File: config.mk
export PLATFORM = sky130hd
export DESIGN_NAME = add_4_seq_ctrl
export DESIGN_NICKNAME = d
export VERILOG_FILES = /design/src/rtl/add_4_seq_ctrl.sv
export SDC_FILE = /design/constraint.sdc
export NUM_CORES = 1
export LEC_CHECK = 0
export CORE_AREA = 2 2 70 79
export DETAILED_ROUTE_END_ITERATION = 6
export DIE_AREA = 0 0 72 81
export PLACE_DENSITY = 0.85
export RECOVER_POWER = 100
export SLEW_MARGIN = 30
export SYNTH_ARGS = -nofsm -noshare
export SYNTH_HDL_FRONTEND = slang
export SYNTH_SLANG_ARGS = --single-unit
export TNS_END_PERCENT = 30
File: constraint.sdc
create_clock -name clk -period 6 [get_ports clk]
set_clock_uncertainty 0.15 [all_clocks]
set_input_delay 1.2 -clock clk [delete_from_list [all_inputs] [get_ports clk]]
set_output_delay 1.2 -clock clk [all_outputs]
set_load 0.02 [all_outputs]
File: src/rtl/add_4_seq_ctrl.sv
// Sequential wide adder controller: feeds an external 4-bit add_4 one nibble per cycle, LSB first,
// recirculating the carry, and returns the assembled sum through a valid/ready result port.
module add_4_seq_ctrl #(
  parameter int NIBBLES = 4
) (
  input  logic                 clk,
  input  logic                 rst_n,
  input  logic                 in_valid,
  output logic                 in_ready,
  input  logic [4*NIBBLES-1:0] op_a,
  input  logic [4*NIBBLES-1:0] op_b,
  input  logic                 op_ci,
  output logic [3:0]           add_a,
  output logic [3:0]           add_b,
  output logic                 add_ci,
  input  logic [3:0]           add_s,
  input  logic                 add_co,
  output logic                 out_valid,
  input  logic                 out_ready,
  output logic [4*NIBBLES-1:0] sum,
  output logic                 cout
);

  localparam int W     = 4 * NIBBLES;
  localparam int IDX_W = (NIBBLES > 1) ? $clog2(NIBBLES) : 1;
  localparam logic [IDX_W-1:0] LAST_IDX = IDX_W'(NIBBLES - 1);

  typedef enum logic [1:0] {
    IDLE = 2'd0,
    RUN  = 2'd1,
    DONE = 2'd2
  } state_t;

  // Handshakes: a transfer happens on a rising edge where valid and ready are both high;
  // ready never depends on valid, and valid/data are held until the transfer completes.
  state_t           state_q, state_d;
  logic [W-1:0]     a_q, a_d;
  logic [W-1:0]     b_q, b_d;
  logic [W-1:0]     sum_q, sum_d;
  logic             carry_q, carry_d;
  logic [IDX_W-1:0] idx_q, idx_d;
  logic [IDX_W+1:0] bit_base;

  assign bit_base = {idx_q, 2'b00};

  always_ff @(posedge clk or negedge rst_n) begin
    if (!rst_n) begin
      state_q <= IDLE;
      a_q     <= '0;
      b_q     <= '0;
      sum_q   <= '0;
      carry_q <= 1'b0;
      idx_q   <= '0;
    end else begin
      state_q <= state_d;
      a_q     <= a_d;
      b_q     <= b_d;
      sum_q   <= sum_d;
      carry_q <= carry_d;
      idx_q   <= idx_d;
    end
  end

  always_comb begin
    state_d = state_q;
    a_d     = a_q;
    b_d     = b_q;
    sum_d   = sum_q;
    carry_d = carry_q;
    idx_d   = idx_q;
    case (state_q)
      IDLE: begin
        if (in_valid) begin
          a_d     = op_a;
          b_d     = op_b;
          carry_d = op_ci;
          sum_d   = '0;
          idx_d   = '0;
          state_d = RUN;
        end
      end
      RUN: begin
        // add_s/add_co are the combinational response to this cycle's registered nibble.
        sum_d[bit_base +: 4] = add_s;
        carry_d              = add_co;
        if (idx_q == LAST_IDX) begin
          idx_d   = '0;
          state_d = DONE;
        end else begin
          idx_d = idx_q + 1'b1;
        end
      end
      DONE: begin
        if (out_ready) state_d = IDLE;
      end
      default: state_d = IDLE;
    endcase
  end

  always_comb begin
    in_ready  = (state_q == IDLE);
    out_valid = (state_q == DONE);
    add_a     = 4'd0;
    add_b     = 4'd0;
    add_ci    = 1'b0;
    if (state_q == RUN) begin
      add_a  = a_q[bit_base +: 4];
      add_b  = b_q[bit_base +: 4];
      add_ci = carry_q;
    end
  end

  assign sum  = sum_q;
  assign cout = carry_q;

endmodule

==> implementation parameters <==
Parameter                              Value

Status
  Result of the run ... finished, violations left
  Failing checks ... max-capacitance violations, max-slew violations

Routing
  Via count of the routed design ... 1582
  DRT Pass-1 Iters ... 4
  Detailed-route wire length per cell ... 16.8 um
  DRC violations left ... 0
  Vias/cell ... 5.34
  Detailed Route Iter0 Violations ... 117
  Sum of routed wire length over all layers ... 4.98 mm
  Antenna viol nets, final ... 0

Clocking
  Root cell of the clock tree ... sky130_fd_sc_hd__clkbuf_8
  Clock slew at reported path FFs ... 0.09 ns
  Cells resized by post-CTS repair ... 0
  TritonCTS buffer count ... 5
  Post-CTS Hold Buffers ... 0
  Sink Count ... 53
  Setup repair bufs after CTS ... 0
  CTS tree ... yes
  Worst-Skew Late Latency ... 0.30 ns
  Number of buffers between clock root and the deepest sink ... 2
  CTS HTree Levels ... 2

Power and ir drop
  Leak ... 1.44 nW
  Pwr Density ... 498 mW/mm2
  Worst supply voltage drop on vdd ... 0.000226 V

Floorplan
  Initial Utilization ... 49.5%
  Die W ... 72 um
  Standard-cell rows ... 28
  Boundary pin count ... 70
  Floorplan core area ... 0.00515 mm2
  Die area ... 0.00583 mm2
  Floorplan die height ... 81 um

GRT
  Busiest layer in global routing ... met2
  Vias in the first global route ... 1621
  Aggregate global-route resource usage ... 17.7%
  Maximum number of pins on one net before global-route repair ... 54
  Number of antenna violations at the first check in global routing ... 0
  Wire length of the first global-routing pass ... 7.80 mm
  Met3 demand-to-capacity share in global routing ... 2.36%
  Met1 Usage GRT ... 22.7%
  Gr ovfl total ... 0
  Met2 Resource Use GR ... 30.2%

Logic synthesis
  Post-synth top area cell ... sky130_fd_sc_hd__dfrtp_1
  Share of synthesized flip-flops with an asynchronous set or reset ... 100%
  Synth Warn # ... 0
  Post-Syn Nets ... 217
  Netlist cell types ... 27
  Number of storage elements in the synthesis netlist ... 53
  Number of enable flip-flop cells after synthesis ... 0
  Synthesized cell area ... 0.00255 mm2
  Cell types with the largest area share after synthesis ... sky130_fd_sc_hd__dfrtp_1 (52%), sky130_fd_sc_hd__mux2_4 (16%), sky130_fd_sc_hd__mux4_2 (7.1%), sky130_fd_sc_hd__a22o_1 (5.8%), sky130_fd_sc_hd__ha_1 (2.9%)
  Portion of synthesized cell area occupied by the leading cell type ... 52.0%
  Synthesized instance count ... 169
  Prevailing post-synth register cell ... sky130_fd_sc_hd__dfrtp_1
  Per-instance average area after synthesis ... 15.1 um2
  Proportion of synthesized chip area in sequential cells ... 52.0%

Timing
  Transition time at the pin with the least slew margin ... 2.74 ns
  Summed negative setup slack over all endpoints ... 0 ns
  Max Slew Vio Count ... 90
  Hold violation total from the final report ... 0
  Period minus WS final ... 3.93 ns
  Worst relative slew slack ... -82.4%
  Final setup viols ... 0
  Max Freq ... 0.255 GHz
  Final worst path period share ... 65.5%
  Unrepaired setup endpoints after global routing ... no

Place
  HPWL reported at the end of detailed placement ... 3.54 mm
  Global placer's final weighted congestion ... 0.731
  Buffers added on ports ... 69
  Placed instance area ... 0.00322 mm2

Setup path
  Crit. End Element ... output port
  Critical path start-end classification ... reg2out
  Crit path launch type ... flop
  Master of the slowest instance on the critical path ... sky130_fd_sc_hd__dfrtp_1
  Highest net fanout along the worst path ... 17
  Data arrival, critical path ... 2.58 ns
  Ordered cell list for the critical path ... mux4_2 > and2_1 > dlygate4sd3_1
  Required time of the critical path ... 4.65 ns
  Peak per-stage delay on the critical path ... 0.88 ns

Cells and area
  Number of diodes ... 0
  # nets final ... 283
  Number of filler cells placed in the layout ... 429
  Area added between synthesis and finish ... 25.4%
  Ratio of cells with drive above 1 in the final layout ... 9.75%
  Final instance area ... 0.00320 mm2

Run
  Max-cap violations ... 2

Min path
  Tightest Hold Check Type ... reg2reg
-- through the flow --
step / power (mW) / utilization [%] / cells / worst slack (ns) / hold WS [ns]
6_report: 1.59 / 62.1 / 296 / 2.07 / 0.344
4_1_cts: 1.75 / 64.3 / 296 / 2.15 / 0.363
5_1_grt: 1.69 / 62.1 / 296 / 1.92 / 0.369
3_3_place_gp: 1.51 / 62.4 / 288 / 2.51 / 0.335
2_1_floorplan: 1.27 / - / 169 / 3.13 / 0.324
3_5_place_dp: 1.54 / 62.5 / 288 / 2.49 / 0.341
-- worst max-delay path, delay by kind of cell (launching register included) --
family / cells / cell delay [ns]
mux: 1 / 0.58
simple gates: 1 / 0.18
buf+inv: 1 / 0.65
flops: 1 / 0.88
-- sequential cells by signal, indices dropped and copies added (netlist names) --
| signal | flops |
|---|---|
| b_q | 16 |
| state_q | 2 |
| a_q | 16 |
| idx_q | 2 |
| sum | 16 |
| cout | 1 |
-- per-layer routing --
| metal | up-vias | wire, um |
|---|---|---|
| li1 | 744 | - |
| met4 | 0 | 49 |
| met2 | 37 | 2610 |
| met1 | 797 | 2160 |
| met5 | - | 0 |
| met3 | 4 | 157 |
-- logic make-up after synthesis --
group | after synthesis | share of synthesized area (%)
multiplexers | 40 | 25.2
adder cells (fa/ha/maj) | 6 | 2.94
buffers and inverters | 15 | 4.71
AO/OA/AOI/OAI | 25 | 8.09
flip-flops | 53 | 52.0
AND/OR/NAND/NOR | 30 | 7.11
-- cells in the mapped netlist, types with 3 or more instances --
library cell,instances
sky130_fd_sc_hd__buf_2,4
sky130_fd_sc_hd__mux4_2,8
sky130_fd_sc_hd__mux2_4,27
sky130_fd_sc_hd__nand2_1,6
sky130_fd_sc_hd__and2_1,9
sky130_fd_sc_hd__dfrtp_1,53
sky130_fd_sc_hd__a22o_1,17
sky130_fd_sc_hd__mux2_2,5
sky130_fd_sc_hd__ha_1,6
sky130_fd_sc_hd__a21o_1,4
sky130_fd_sc_hd__nand2b_1,3
sky130_fd_sc_hd__inv_1,4
-- power by group --
| group | internal, mW | leakage [nW] | total, mW | switching, mW |
|---|---|---|---|---|
| clock network | 0.0937 | 0.0512 | 0.207 | 0.113 |
| logic | 0.400 | 0.731 | 0.738 | 0.338 |
| registers | 0.515 | 0.659 | 0.647 | 0.133 |
| total | 1.01 | 1.44 | 1.59 | 0.584 |
-- cell type report --
type                       instances  area (um2)  area share, %
clock inverter                     2        13.8          0.430
timing repair buffer              70         688           21.5
sequential                        53        1330           41.5
clock buffer                       6        82.6           2.58
multi-input combinational        101         997           31.2
inverter                           4        15.0          0.469
tap                               60        75.1           2.35
-- path summary, 6_finish.rpt --
kind / slack (ns) / start / cells past startpoint / end
max in group asynchronous: 2.55 / rst_n / 1 / a_q[7]$_DFFE_PN0P_
min in group asynchronous: 1.62 / rst_n / 1 / a_q[11]$_DFFE_PN0P_
min: 0.34 / a_q[15]$_DFFE_PN0P_ / 1 / a_q[15]$_DFFE_PN0P_
min reg2reg: 0.34 / a_q[15]$_DFFE_PN0P_ / 1 / a_q[15]$_DFFE_PN0P_
max reg2reg: 3.20 / state_q[1]$_DFFE_PN0P_ / 3 / b_q[2]$_DFFE_PN0P_
max: 2.07 / idx_q[0]$_DFFE_PN0P_ / 3 / add_b[0]
-- cell usage in the layout, fill, tap and decap left out --
cell                               n
sky130_fd_sc_hd__nand3_1           2
sky130_fd_sc_hd__mux2_1           27
sky130_fd_sc_hd__nor2b_1           2
sky130_fd_sc_hd__and4_1            1
sky130_fd_sc_hd__a22o_1           17
sky130_fd_sc_hd__nand2_1           6
sky130_fd_sc_hd__clkinv_4          1
sky130_fd_sc_hd__o31ai_1           1
sky130_fd_sc_hd__dlygate4sd3_1    30
sky130_fd_sc_hd__and3_4            1
sky130_fd_sc_hd__clkinv_2          1
sky130_fd_sc_hd__clkdlybuf4s50_1  38
sky130_fd_sc_hd__dfrtp_1          53
sky130_fd_sc_hd__or3b_2            1
sky130_fd_sc_hd__nor4_1            3
sky130_fd_sc_hd__o21ai_0           2
sky130_fd_sc_hd__and2_1            9
sky130_fd_sc_hd__inv_1             4
sky130_fd_sc_hd__a221o_1           1
sky130_fd_sc_hd__nor2_1            2
sky130_fd_sc_hd__mux4_2            8
sky130_fd_sc_hd__clkbuf_8          6
sky130_fd_sc_hd__nand2b_1          3
sky130_fd_sc_hd__a21o_1            4
sky130_fd_sc_hd__mux2_2            5
sky130_fd_sc_hd__clkbuf_1          2
sky130_fd_sc_hd__ha_1              6
No activity file was read; power rests on OpenSTA's default activity.
==> variant 1, RTL diff (same settings) <==
Reset style: synchronous (`rst_n`), changed in one clocked block.
--- a/src/rtl/add_4_seq_ctrl.sv
+++ b/src/rtl/add_4_seq_ctrl.sv
@@ -45,3 +45,3 @@
 
-  always_ff @(posedge clk or negedge rst_n) begin
+  always_ff @(posedge clk) begin
     if (!rst_n) begin
Formal check against the unedited RTL: differs if rst_n is asserted again (counterexample within 4 cycles, from zero or initial values and one cycle with rst_n low); with rst_n held inactive, the same outputs for 10 cycles.
==> variant 1 against the original RTL <==
- cell area fell by 0.51%
- setup slack gained 25 ps
- wire length shrank 1.8%
- fmax increased by 0.64%
- area after synthesis down 7.3%
- sequential cell count did not move
- core utilization shrank 0.32 points
- highest routed layer unchanged
Power is not compared: it rests on default switching activity, and its combinational part moved more than twofold at a synthesized area within 25%.
==> variant 1: results (changes against the original RTL) <==
- Adder-cell area share of the yosys netlist: 0.0317 (was 0.0294)
- Post-DP HPWL: 3.60 mm (was 3.54 mm)
- DR WL met3: 273 um (was 157 um)
- Area post-placement: 3070 sq um (was 3220 sq um)
- Synth unique cells: 30 (was 27)
- Register-to-Register Path Depth: 5 (was 3)
- Synth top area cells: dfxtp_1 45%, nand2_1 14%, a21boi_0 7.0% (was dfrtp_1 52%, mux2_4 16%, mux4_2 7.1%)
- CP max-delay cell: dfxtp_1 (was dfrtp_1)
- GRT Total Usage: 0.183 (was 0.177)
- Fin Hold WS: 305 ps (was 344 ps)
- GPL Wtd Cong: 0.821 (was 0.731)
- Worst-path maximum fanout: 15 (was 17)
- GR Util met2: 0.339 (was 0.302)
- CP Capture Point: add_a[3] (was add_b[0])
- Routed wire length on met2: 2.48 mm (was 2.61 mm)
- Worst hold endpoint: a_q[9]$_SDFFE_PN0P_ (was a_q[15]$_DFFE_PN0P_)
- Arrival time worst endpoint: 2550 ps (was 2580 ps)
- Post-Route WL: 4.89 mm (was 4.98 mm)
- First-pass GRT wire length: 8.36 mm (was 7.80 mm)
- R2r endpoint: sum[10]$_SDFFE_PN0P_ (was b_q[2]$_DFFE_PN0P_)
- Largest net degree at the start of global routing: 41 (was 54)
- Worst Hold Depth: 2 (was 1)
- Outcome: complete, no violations (was complete, but fails checks)
- Worst-margin pin slew: 1450 ps (was 2740 ps)
- Post-synthesis compound-gate area fraction: 0.175 (was 0.0809)
- Vias per cell: 5.11 (was 5.34)
- Max incr delay on CP: 800 ps (was 880 ps)
- Routed length per instance: 12.6 um (was 16.8 um)
- Worst Setup Slack, final: 2100 ps (was 2070 ps)
- Worst R2R Start: idx_q[0]$_SDFFE_PN0P_ (was state_q[1]$_DFFE_PN0P_)
- Vias in the first global route: 1920 (was 1621)
- Post-synthesis net count: 315 (was 217)
- Post-Syn Instances: 267 (was 169)
- DP Worst Slack: 2500 ps (was 2490 ps)
- CTS Buffer Depth: 2 (unchanged)
- Post-synthesis mux area share: 0.0825 (was 0.252)
- Nets: 375 (was 283)
- WL met1: 2.07 mm (was 2.16 mm)
- Layout cells sized above 1: 0.0488 (was 0.0975)
- Met1 Use GR: 0.208 (was 0.227)
- Setup slack, reg-to-reg: 3660 ps (was 3200 ps)
## variant 1: changes by cell type in the layout (fill, tap and decap cells not counted), sizes merged, moves of 3 or more
cell and delta:
mux2 -32, dfrtp -53, a21boi +33, a21o -4, a22o -17, nor4 -3, nand2 +84, o22ai +17
dfxtp +53, a21oi +5
## variant 1: layout make-up
type / count / area (sq um)
Clock buffer: 7 / 86.3
Tap cell: 60 / 75.1
Sequential cell: 53 / 1060
Inverter: 6 / 22.5
Fill cell: 436 / 1970
Timing Repair Buffer: 71 / 706
Multi-Input combinational cell: 190 / 1200
Clock inverter: 1 / 30.0
## variant 1: logic make-up after synthesis
family	count (synthesis)
compound gates	60
simple gates	116
buf+inv	24
flops	53
mux	8
fa+ha+maj	6
## variant 1: report_power, final
group / leakage [uW] / switching (uW) / internal, uW / total, uW
Combinational: 0.000759 / 48.9 / 56.9 / 106
Sequential: 0.000433 / 12.6 / 368 / 381
Clock: 0.0000585 / 111 / 136 / 247
Total: 0.00125 / 173 / 561 / 733
==> variant 2, RTL diff (same flow settings) <==
Made on the original files. Change the parameter `NIBBLES` from 4 to 2.
--- a/src/rtl/add_4_seq_ctrl.sv
+++ b/src/rtl/add_4_seq_ctrl.sv
@@ -3,3 +3,3 @@
 module add_4_seq_ctrl #(
-  parameter int NIBBLES = 4
+  parameter int NIBBLES = 2
 ) (
Ports: changed (resized op_a, op_b and sum); port bits go from 70 to 46. The function was not compared with the original's and may differ.
==> variant 2 against the original RTL <==
- the run still ends with capacitance limit, slew limit left
- setup slack lost 130 ps
- power down 43%
- sequential cell count fell by 25
- cell area decreased by 42%
- area after synthesis shrank 48%
- wire length decreased by 43%
- fmax decreased by 3.2%
- sequential share of layout area shrank 3.4 points
- largest power group unchanged
==> variant 2: results (changes against the original RTL) <==
- Cts repair resizes: 0 (unchanged)
- Post-CTS setup buffers: 0 (unchanged)
- GPL Wtd Cong: 0.729 (was 0.731)
- Post-Route WL: 2.85 mm (was 4.98 mm)
- Vias in the first global route: 952 (was 1621)
- Leak pwr: 0.000833 uW (was 0.00144 uW)
- Inst Count DP: 203 (was 288)
- Post-DP HPWL: 2.08 mm (was 3.54 mm)
- Area post-placement: 1820 sq um (was 3220 sq um)
- Initial antenna violation count: 0 (unchanged)
- Failing checks: capacitance limit, slew limit (unchanged)
- Vias: 967 (was 1582)
- Post-synthesis compound-gate area fraction: 0.0909 (was 0.0809)
- Routed wire length on met2: 1.41 mm (was 2.61 mm)
- Nets: 174 (was 283)
- Clk Latency, worst-skew pair: 270 ps (was 300 ps)
- First DRT Iteration DRCs: 102 (was 117)
- First-pass GRT wire length: 4.82 mm (was 7.80 mm)
- CP top delay family: simple AND/OR/NAND/NOR gates (was flip-flops)
- Max incr delay on CP: 1810 ps (was 880 ps)
- Power Combinational: 444 uW (was 738 uW)
- CTS Buffer Depth: 2 (unchanged)
- WL met1: 1.22 mm (was 2.16 mm)
- Slew Limit Headroom: -0.552 (was -0.824)
- Fin. max-slew vios: 46 (was 90)
- GR Util met2: 0.177 (was 0.302)
- Share of the yosys chip area belonging to registers: 0.525 (was 0.520)
- Largest net degree at the start of global routing: 29 (was 54)
- Max Cap Viol: 2 (unchanged)
- Synth Area in XOR/XNOR: 0 (unchanged)
- Final period utilization: 0.676 (was 0.655)
- Worst-path maximum fanout: 16 (was 17)
- Synth top area cells: dfrtp_1 52%, mux2_2 13%, mux2i_1 6.7% (was dfrtp_1 52%, mux2_4 16%, mux4_2 7.1%)
- Clock root buffer: clkbuf_8 (unchanged)
- CTS buffer count: 3 (was 5)
- Post-synthesis net count: 130 (was 217)
- Met1 Use GR: 0.137 (was 0.227)
- GR Layer Usage met3: 0.0360 (was 0.0236)
- Synth unique cells: 21 (was 27)
- CTS H-tree depth: 1 (was 2)
- # diodes: 0 (unchanged)
- Avg Inst Size Synth: 12.8 sq um (was 15.1 sq um)
- Post-synthesis mux area share: 0.202 (was 0.252)
- Sequential share of power: 0.396 (was 0.407)
- CP max-delay cell: nor3b_1 (was dfrtp_1)
- P_sw: 345 uW (was 584 uW)
- Setup slack, reg-to-reg: 2920 ps (was 3200 ps)
- Worst VDD drop: 160 uV (was 226 uV)
- DP Worst Slack: 2740 ps (was 2490 ps)
- Adder-cell area share of the yosys netlist: 0 (was 0.0294)
- Port Buffer Count: 45 (was 69)
- Commonest cells post-synth: 28 x dfrtp_1, 16 x mux2_2, 11 x nor2_1, 9 x mux2i_1, 8 x a221o_1 (was 53 x dfrtp_1, 27 x mux2_4, 17 x a22o_1, 9 x and2_1, 8 x mux4_2)
- Uppermost layer routed: met4 (unchanged)
- Outcome: complete, but fails checks (unchanged)
- Layout cells sized above 1: 0.144 (was 0.0975)
- Warnings, synthesis: 0 (unchanged)
- Final std cells w/o fill: 206 (was 296)
- GRT Total Usage: 0.109 (was 0.177)
- Arrival time worst endpoint: 4060 ps (was 2580 ps)
- DR WL met3: 186 um (was 157 um)
## variant 2: per-stage QoR
step / power, uW / hold WS, ps
2_1_floorplan: 667 / 330
3_3_place_gp: 831 / 340
3_5_place_dp: 845 / 345
4_1_cts: 949 / 367
5_1_grt: 976 / 386
6_report: 902 / 364
## variant 2: worst paths after layout
check                                      to  cells past startpoint                   start
max                        b_q[6]$_DFFE_PN0P_                      3                in_valid
min                        a_q[6]$_DFFE_PN0P_                      1      a_q[6]$_DFFE_PN0P_
max reg2reg                b_q[6]$_DFFE_PN0P_                      2  state_q[0]$_DFFE_PN0P_
min reg2reg                a_q[6]$_DFFE_PN0P_                      1      a_q[6]$_DFFE_PN0P_
max in group asynchronous  a_q[3]$_DFFE_PN0P_                      2                   rst_n
min in group asynchronous  sum[1]$_DFFE_PN0P_                      2                   rst_n
## variant 2: cell type report
class                      instances  area (sq um)
timing repair buffer              46           454
fill                             508          3310
clock buffer                       3          41.3
sequential                        28           701
tap                               60          75.1
multi-input combinational         66           558
inverter                           3          11.3
